<file path="src/rtl/npc_sequencer.sv">
// npc_sequencer: F-stage PC controller for a 5-stage MIPS pipeline.
// Owns the fetch PC and picks the next PC from JR, J/JAL, a taken branch,
// or the sequential PC+4. It holds on hazard stalls, counts PC advances,
// and halts permanently (until reset) when the next fetch address is illegal.
//
// Handshake: there is no valid/ready pairing here. A redirect (jr_valid,
// j_valid, br_valid&br_taken) is sampled on every rising edge with
// stall=0 while in RUN. With stall=1 the redirect is ignored and the
// D stage re-presents it once the stall drops. In HALT every input except
// reset is ignored.
//
// The FSM state is visible on the halted output (halted=1 means HALT).
module npc_sequencer #(
  parameter logic [31:0] RESET_PC = 32'h0000_3000,
  parameter logic [31:0] IM_BYTES = 32'h0000_3000
) (
  input  logic        clk,
  input  logic        reset,
  input  logic        stall,
  input  logic        br_valid,
  input  logic        br_taken,
  input  logic [31:0] br_target,
  input  logic        j_valid,
  input  logic [31:0] j_target,
  input  logic        jr_valid,
  input  logic [31:0] jr_target,
  output logic [31:0] pc,
  output logic [31:0] pc_plus4,
  output logic [31:0] fetch_cnt,
  output logic        halted,
  output logic [31:0] fault_pc
);

  typedef enum logic {
    RUN  = 1'b0,
    HALT = 1'b1
  } state_t;

  // The window bounds are widened to 33 bits so that RESET_PC+IM_BYTES
  // cannot wrap and the unsigned compare stays exact.
  localparam logic [32:0] WIN_LO = {1'b0, RESET_PC};
  localparam logic [32:0] WIN_HI = {1'b0, RESET_PC} + {1'b0, IM_BYTES};

  state_t      state;
  state_t      state_next;
  logic [31:0] cand;
  logic        cand_legal;
  logic        advance;
  logic        fault;

  // The sequential successor is needed both as a port and as the default candidate.
  assign pc_plus4 = pc + 32'd4;

  // The next-PC candidate, in fixed priority: JR, then J/JAL, then a taken branch, then PC+4.
  always_comb begin
    cand = pc_plus4;
    if (jr_valid) begin
      cand = jr_target;
    end else if (j_valid) begin
      cand = j_target;
    end else if (br_valid && br_taken) begin
      cand = br_target;
    end
  end

  // A candidate is legal if it is word aligned and inside the instruction-memory window.
  always_comb begin
    cand_legal = (cand[1:0] == 2'b00) &&
                 ({1'b0, cand} >= WIN_LO) &&
                 ({1'b0, cand} <  WIN_HI);
  end

  // The next state, plus the strobes that either advance the PC or record a fault.
  always_comb begin
    state_next = state;
    advance    = 1'b0;
    fault      = 1'b0;
    case (state)
      RUN: begin
        if (!stall) begin
          if (cand_legal) begin
            advance = 1'b1;
          end else begin
            fault      = 1'b1;
            state_next = HALT;
          end
        end
      end
      HALT: begin
        state_next = HALT;
      end
      default: begin
        state_next = RUN;
      end
    endcase
  end

  // The state register. Reset forces RUN immediately.
  always_ff @(posedge clk or posedge reset) begin
    if (reset) begin
      state <= RUN;
    end else begin
      state <= state_next;
    end
  end

  // The PC and the fetch counter move together and only on a legal, unstalled advance.
  always_ff @(posedge clk or posedge reset) begin
    if (reset) begin
      pc        <= RESET_PC;
      fetch_cnt <= 32'd0;
    end else if (advance) begin
      pc        <= cand;
      fetch_cnt <= fetch_cnt + 32'd1;
    end
  end

  // Capture the rejected address once, on entry to HALT. It then stays frozen until reset.
  always_ff @(posedge clk or posedge reset) begin
    if (reset) begin
      fault_pc <= 32'd0;
    end else if (fault) begin
      fault_pc <= cand;
    end
  end

  assign halted = (state == HALT);

endmodule

</file>
<file path="config.mk">
export PLATFORM = sky130hd
export DESIGN_NAME = npc_sequencer
export DESIGN_NICKNAME = d
export VERILOG_FILES = /design/src/rtl/npc_sequencer.sv
export SDC_FILE = /design/constraint.sdc
export NUM_CORES = 1
export LEC_CHECK = 0
export CORE_MARGIN = 4
export CORE_UTILIZATION = 35
export DETAILED_ROUTE_END_ITERATION = 16
export GPL_ROUTABILITY_DRIVEN = 0
export HOLD_SLACK_MARGIN = 0.08
export PLACE_DENSITY_LB_ADDON = 0.12
export SETUP_SLACK_MARGIN = 0.05
export SYNTH_ARGS = -nofsm -noshare
export SYNTH_HDL_FRONTEND = slang
export SYNTH_SLANG_ARGS = --single-unit
</file>
<file path="constraint.sdc">
create_clock -name clk -period 8.35 [get_ports clk]
set_input_delay 1.2525 -clock clk [delete_from_list [all_inputs] [get_ports clk]]
set_output_delay 1.2525 -clock clk [all_outputs]
set_load 0.03 [all_outputs]
</file>
# After elaboration in Yosys (flattened, before gate mapping)

Cells that the tools add are included.
Widths: inputs -> output; s select.

Equal/unequal tests: 0
Add/subtract/negate cells: 2
Order comparisons: 2
Bitwise gates (word level): 1
Multipliers: 0
Muxes and demuxes: 10
Divide/modulo/power cells: 0
Reduce and logical (&&, ||, !) cells: 4
Shift-type cells: 0

Operators by type and width:

| cell                  | number |
|---|---|
| $mux 32               | 3 |
| $add 32x1->32 const B | 1 |
| $add 32x3->32 const B | 1 |
| $ge 32x14->1 const B  | 1 |
| $lt 32x15->1 const B  | 1 |
| $mux 1                | 6 |
| $logic_and 1x1->1     | 3 |
| $logic_not 2->1       | 1 |
| $pmux 1 s2            | 1 |
| $not 1->1             | 1 |

Input port bits: 103
ROM bits: 0
Bits in latches: 0
Word-level logic and storage cells: 23
Memories: 0
Memory bits (writable): 0
Output and inout port bits: 129
Register bits: 97

# Longest topological paths before layout

Word-level depth: 10
Depth in mapped cells: 14
Depth with buffers taken out: 10

# Worst setup path after synthesis

No wires, ideal clock.

Path type: input to register
Start: input j_valid
End: register fault_pc[10]
Arrival time: 3.856 ns
Cell stages on the path: 10
Path buffers: 4
Path slack: 4.369 ns
Library setup time: 0.125 ns
Required time: 8.225 ns
Cell sequence: clkbuf_1 -> clkbuf_1 -> clkbuf_1 -> o21ai_0 -> o31ai_2 -> o2111ai_1 -> or4_1 -> o21ai_4 -> buf_6 -> mux2_4

Cells in the longest elaborated chain, start to end: 8
Elaborated cells between the ends (all ways): 10
Those cells by class: 2 x order compare; 5 x mux; 3 x reduce/logical

RTL lines:

| element                                         | line   | text |
|---|---|---|
| start: declaration                              | 23     | `input logic j_valid,` |
| $mux 32 (*)                                     | 59     | `end else if (j_valid) begin` |
| $mux 32 (*)                                     | 57     | `if (jr_valid) begin` |
| $ge 32x14->1 or $logic_not 2->1 (tied branches) | 69, 68 |  |
| $logic_and 1x1->1                               | 68     | `cand_legal = (cand[1:0] == 2'b00) &&` |
| $logic_and 1x1->1                               | 69     | `({1'b0, cand} >= WIN_LO) &&` |
| $mux 1                                          | 81     | `if (cand_legal) begin` |
| $mux 1                                          | 80     | `if (!stall) begin` |
| $mux 1                                          | 78     | `case (state)` |
| end signal: assignment                          | 123    | `fault_pc <= cand;` |
| end: declaration                                | 31     | `output logic [31:0] fault_pc` |

Mark *: on every way between the ends. The rest lies on a longest branch, timed or not.
A chain may end at the register's enable or synchronous reset.

# Worst setup path in the final report

Start: input jr_valid
End: register fault_pc[17]

Cells in the longest elaborated chain, start to end: 7
Elaborated cells between the ends (all ways): 9
Those cells by class: 2 x order compare; 4 x mux; 3 x reduce/logical

RTL lines:

| element                                         | line   | text |
|---|---|---|
| start: declaration                              | 25     | `input logic jr_valid,` |
| $mux 32 (*)                                     | 57     |  |
| $ge 32x14->1 or $logic_not 2->1 (tied branches) | 69, 68 |  |
| $logic_and 1x1->1                               | 68     |  |
| $logic_and 1x1->1                               | 69     |  |
| $mux 1                                          | 81     |  |
| $mux 1                                          | 80     |  |
| $mux 1                                          | 78     |  |

Marked as above.

==> flow_summary.json <==
{
  "postCtsHoldBufs": 0,
  "ys_types": 64,
  "clkLatencyLatePin_ns": 0.34,
  "required_ns": 8.58,
  "ys_seq_area_frac": 0.4101,
  "syn_area_mm2": 0.005926,
  "slew_viol_final": 0,
  "nets": 951,
  "tightestPinTransition_ns": 1.029,
  "fin_crit_sh": 0.7257,
  "synth_top_area_share": 0.4012,
  "yosysWarnings": 0,
  "antennaDiodeCount": 0,
  "cpPeakStageDelay_ns": 0.87,
  "cpMostUsedCell": "buf_4",
  "ctsHtreeMaxLevel": 3,
  "worstSetupEndpointType": "flop",
  "die_height_um": 138.1,
  "start_util": 0.3573,
  "drc": 0,
  "ys.flop_type": "dfrtp_1",
  "synth_edf_count": 0,
  "cts.repair.resized": 0,
  "place_worst_setup_slack_ns": 1.961,
  "grt_max_degree": 67,
  "core_area_mm2": 0.01658,
  "critical_path_class": "in2reg",
  "placement.io_buffers": 231,
  "antenna_found_initial": 0,
  "post-cts-setup-buffers": 0,
  "postSynthAreaPerCell_um2": 9.244,
  "wl_per_cell_um": 19.96,
  "cts_made_buffers": 9,
  "drive_gt1_frac": 0.1058,
  "wl_um": 21380,
  "status": "finished, final reports clean",
  "path_cells": "clkdlybuf4s50_1 > buf_4 > clkinv_1 > a2bb2oi_1 > a211oi_1 > o2111ai_1 > or4_1 > o21ai_4 > buf_4 > mux2_2",
  "cp.arrival_ns": 6.29,
  "power.leakage_nw": 3.648,
  "power_density_mw_per_mm2": 134.1,
  "postRouteAntennaNets": 0,
  "met1_length_um": 9121,
  "placed_cells": 1055,
  "io_pins": 232,
  "start_kind": "input pin",
  "cts-root-buf": "clkbuf_16",
  "finalCriticalPeriod_ns": 6.059,
  "slowest_stage": "clkdlybuf4s50_1",
  "post_drt_via_cell_ratio": 5.477,
  "clock-sinks": 97,
  "skew_ns": 0.006507,
  "fin_cells": 1071,
  "grt_pass1_wl_um": 33640,
  "maxCapViolations": 0,
  "wl_met3_um": 1583,
  "routed.top_layer": "met4",
  "grt_overflow_total": 0,
  "hold_viol_final": 0,
  "ys_seq_elements": 97,
  "dieArea_mm2": 0.01908,
  "core.rowCount": 47,
  "drtPass1Iterations": 5,
  "dp_hpwl_um": 16350,
  "clk_pin_slew_ns": 0.07,
  "cts_tree": "built",
  "synth_area_leaders": "dfrtp_1, nand2_1, xor2_1",
  "timing.setup.tns_ns": 0,
  "fp.dieW_um": 138.1,
  "ir_drop_mv": 0.08963,
  "drtIter0Drc": 452,
  "utilization": 0.5214,
  "ctsLongestPathBuffers": 2,
  "synth_nets": 746,
  "fmax_mhz": 165.0,
  "rsz0062_at_grt": "false",
  "r2r_setup_slack_ns": 3.84,
  "area_delta_synth_final_pct": 45.90,
  "hp-class": "reg2reg",
  "yosysTopAreaCell": "dfrtp_1",
  "wl_met2_um": 10140,
  "synthArstFlopShare": 1.000,
  "via_count": 5866,
  "synthCells": 641,
  "critPathMaxFanout": 36,
  "fin_ws_ns": 2.291,
  "grt_pass1_vias": 5991,
  "track_usage": 0.2191,
  "slew_headroom": 0.3098,
  "setup_viol": 0
}
==> cell families (layout without fill, tap and decap cells) <==
group,after synthesis,count (layout),synth area share
buf+inv,61,271,0.04582
flops,97,97,0.4101
mux,29,29,0.06144
compound gates,132,132,0.1598
xor+xnor,49,49,0.07242
fa+ha+maj,2,2,0.004222
simple gates,271,271,0.2462
==> report_power, final <==
| part | internal (mW) | switching, mW |
|---|---|---|
| Clock | 0.232 | 0.183 |
| Combinational | 0.116 | 0.121 |
| Sequential | 0.491 | 0.0167 |
| Total | 0.839 | 0.321 |
==> layout make-up <==
class	instances	area, um^2
repair buffers	237	2352
well taps	220	275.3
clock inverters	7	68.82
clock buffers	9	225.2
inverters	18	70.07
multi-input cells	483	3224
flip-flops and latches	97	2430
fillers	1532	7938
==> registers in the layout (all words and copies together), names as in the netlist <==
| register | flops |
|---|---|
| fetch_cnt | 32 |
| halted | 1 |
| pc | 32 |
| fault_pc | 32 |
==> through the flow <==
step           power [mW]  hold WS (ns)  instance area [um^2]
6_report            1.160        0.4838                  8646
5_1_grt             1.205        0.5144                  8646
4_1_cts             1.172        0.4871                  8646
3_5_place_dp       0.7536        0.4697                  8352
3_3_place_gp       0.7534        0.4686                  8352
2_1_floorplan      0.6294        0.5530                  5926
==> layout by cell type (no fill, tap or decap), types with 15 or more instances in the layout <==
master / n
o21ai_0: 24
nor2_1: 31
xor2_1: 35
and2_1: 19
nor4_1: 15
clkdlybuf4s50_1: 230
nand2_1: 89
mux2_2: 18
nor3_1: 25
inv_1: 16
a21oi_1: 18
dfrtp_1: 95
nand3_1: 24
==> critical path: cells and delay by family <==
kind            cells  cell delay, ns
compound gates      4            1.50
buf+inv             4            2.48
simple gates        1            0.61
mux                 1            0.38
==> final timing paths <==
kind	startpoint	to	depth (start not counted)
setup / recovery	jr_valid	fault_pc[17]	10
hold / removal	fault_pc[28]	fault_pc[28]	1
setup reg to reg	pc[2]	fault_pc[17]	10
hold reg to reg	fault_pc[28]	fault_pc[28]	1
max in group asynchronous	reset	fault_pc[22]	3
min in group asynchronous	reset	fetch_cnt[29]	2
==> cells in the mapped netlist (3+ instances only) <==
cell type and count:
o221ai_1 3, buf_2 4, o21a_1 8, or4_1 4, xnor2_1 14, nand2_1 89
o21ai_0 24, a31oi_1 9, nand3_2 3, o311ai_0 9, inv_1 17, o2bb2ai_1 9
nor3_1 25, o31ai_1 7, nand4_1 14, or2_2 14, clkbuf_1 29, o22ai_1 12
nor2_1 31, xor2_1 35, nand3_1 24, a2bb2oi_1 3, mux2_4 10, a21oi_1 18
dfrtp_1 95, buf_1 4, and2_1 19, nor4_1 15, buf_6 4, mux2_2 18
nor4_2 8, and4_1 3, and3_1 8, o31a_1 9
==> metal layers <==
layer	track usage	up-vias
met5	0	-
met4	0.06656	0
met3	0.06492	36
met2	0.3538	257
met1	0.2854	2833
li1	-	2740
Power figures use the tool's default switching activity.
==> RTL change (config.mk and constraints unchanged) <==
Reset style: synchronous (`reset`), changed in 3 clocked blocks.
--- a/src/rtl/npc_sequencer.sv
+++ b/src/rtl/npc_sequencer.sv
@@ -98,3 +98,3 @@
   // The state register. Reset forces RUN immediately.
-  always_ff @(posedge clk or posedge reset) begin
+  always_ff @(posedge clk) begin
     if (reset) begin
@@ -107,3 +107,3 @@
   // The PC and the fetch counter move together and only on a legal, unstalled advance.
-  always_ff @(posedge clk or posedge reset) begin
+  always_ff @(posedge clk) begin
     if (reset) begin
@@ -118,3 +118,3 @@
   // Capture the rejected address once, on entry to HALT. It then stays frozen until reset.
-  always_ff @(posedge clk or posedge reset) begin
+  always_ff @(posedge clk) begin
     if (reset) begin
Formal check against the unedited RTL: differs if reset is asserted again (counterexample within 4 cycles, from zero or initial values and one cycle with reset high); with reset held inactive, the same outputs for 10 cycles.
==> RTL change against the original RTL <==
Clock skew about the same. Clock power down 5.8%. Critical path depth down 1. Cell count rose by 9.3%. Count of clock-buffer cells in the layout grew 2. Total power down 7.1%. Via count up 13%. Design area rose by 1.3%. Wire length rose by 11%. Area after synthesis increased by 3.6%. Sequential cell count is the same. Worst setup slack improved by 0.22 ns. Critical path type unchanged.
==> RTL change: results <==
metrics = {
    "worst_setup_path": {
        "slowest_stage": "o21ai_2",
        "path_delay_family": "compound AO/OA/AOI/OAI gates",
        "critical_path.max_fanout": 28,
        "crit_path_max_incr_delay_ns": 0.81,
    },
    "route": {
        "viasPerCell": 5.64,
        "route.met3.wl_mm": 2.07,
        "wl_met2_mm": 10.7,
        "wl_mm": 23.8,
        "vias": 6608,
    },
    "logic_synthesis": {
        "syn_nets": 860,
        "synthFlopType": "dfxtp_1",
        "synthAdderAreaFrac_pct": 0.408,
        "yosysSeqAreaShare_pct": 31.6,
        "muxShareOfSynthArea_pct": 7.09,
        "avgSynthCellArea_um2": 8.13,
        "synth_compound_area_share_pct": 21.5,
    },
    "final_layout": {
        "drive_gt1_share_pct": 8.77,
        "fin_nets": 1047,
    },
    "power": {
        "vdd_drop_max_v": 0.0000981,
        "p_leak_nw": 3.14,
        "intPower_mw": 0.778,
        "fin_total_pwr_mw": 1.08,
    },
    "grt": {
        "use_met2_pct": 35.8,
        "grt_pass1_wl_mm": 36.3,
        "met3_usage_pct": 5.39,
        "gr-usage-all-layers_pct": 23.1,
        "grt_pass1_vias": 6211,
        "grt_max_degree": 59,
    },
    "place": {
        "dp_hpwl_mm": 17.9,
        "place_area_um2": 8490,
        "dp.cells": 1156,
        "place_ws_ns": 2.25,
    },
    "timing": {
        "clock_skew_ns": 0.00686,
        "fin_ws_ns": 2.51,
    },
    "run_status": {
        "run_status": "finished, final reports clean",
    },
}
RTL change: changes by cell type after synthesis, sizes merged, moves of 18 or more:
cell and change:
dfxtp +97, nor2 +24, nor3b +18, xor2 -25, dfrtp -95, mux2i +21
nor2b +23
RTL change: final cells by class:
cell class / count / area (µm²)
Multi-Input combinational cell: 579 / 3850
Sequential cell: 97 / 1940
Clock buffer: 11 / 243
Timing Repair Buffer: 240 / 2360
Fill cell: 1687 / 8470
Inverter: 15 / 56.3
Clock inverter: 4 / 27.5
Tap cell: 225 / 282
RTL change: path summary, 6_finish.rpt:
check                from            to  slack, ns  depth (start not counted)
max reg2reg         pc[4]   fault_pc[2]       3.30                          9
max              br_valid   fault_pc[2]       2.51                          9
min reg2reg  fault_pc[15]  fault_pc[15]       0.46                          2
min          fault_pc[15]  fault_pc[15]       0.46                          2
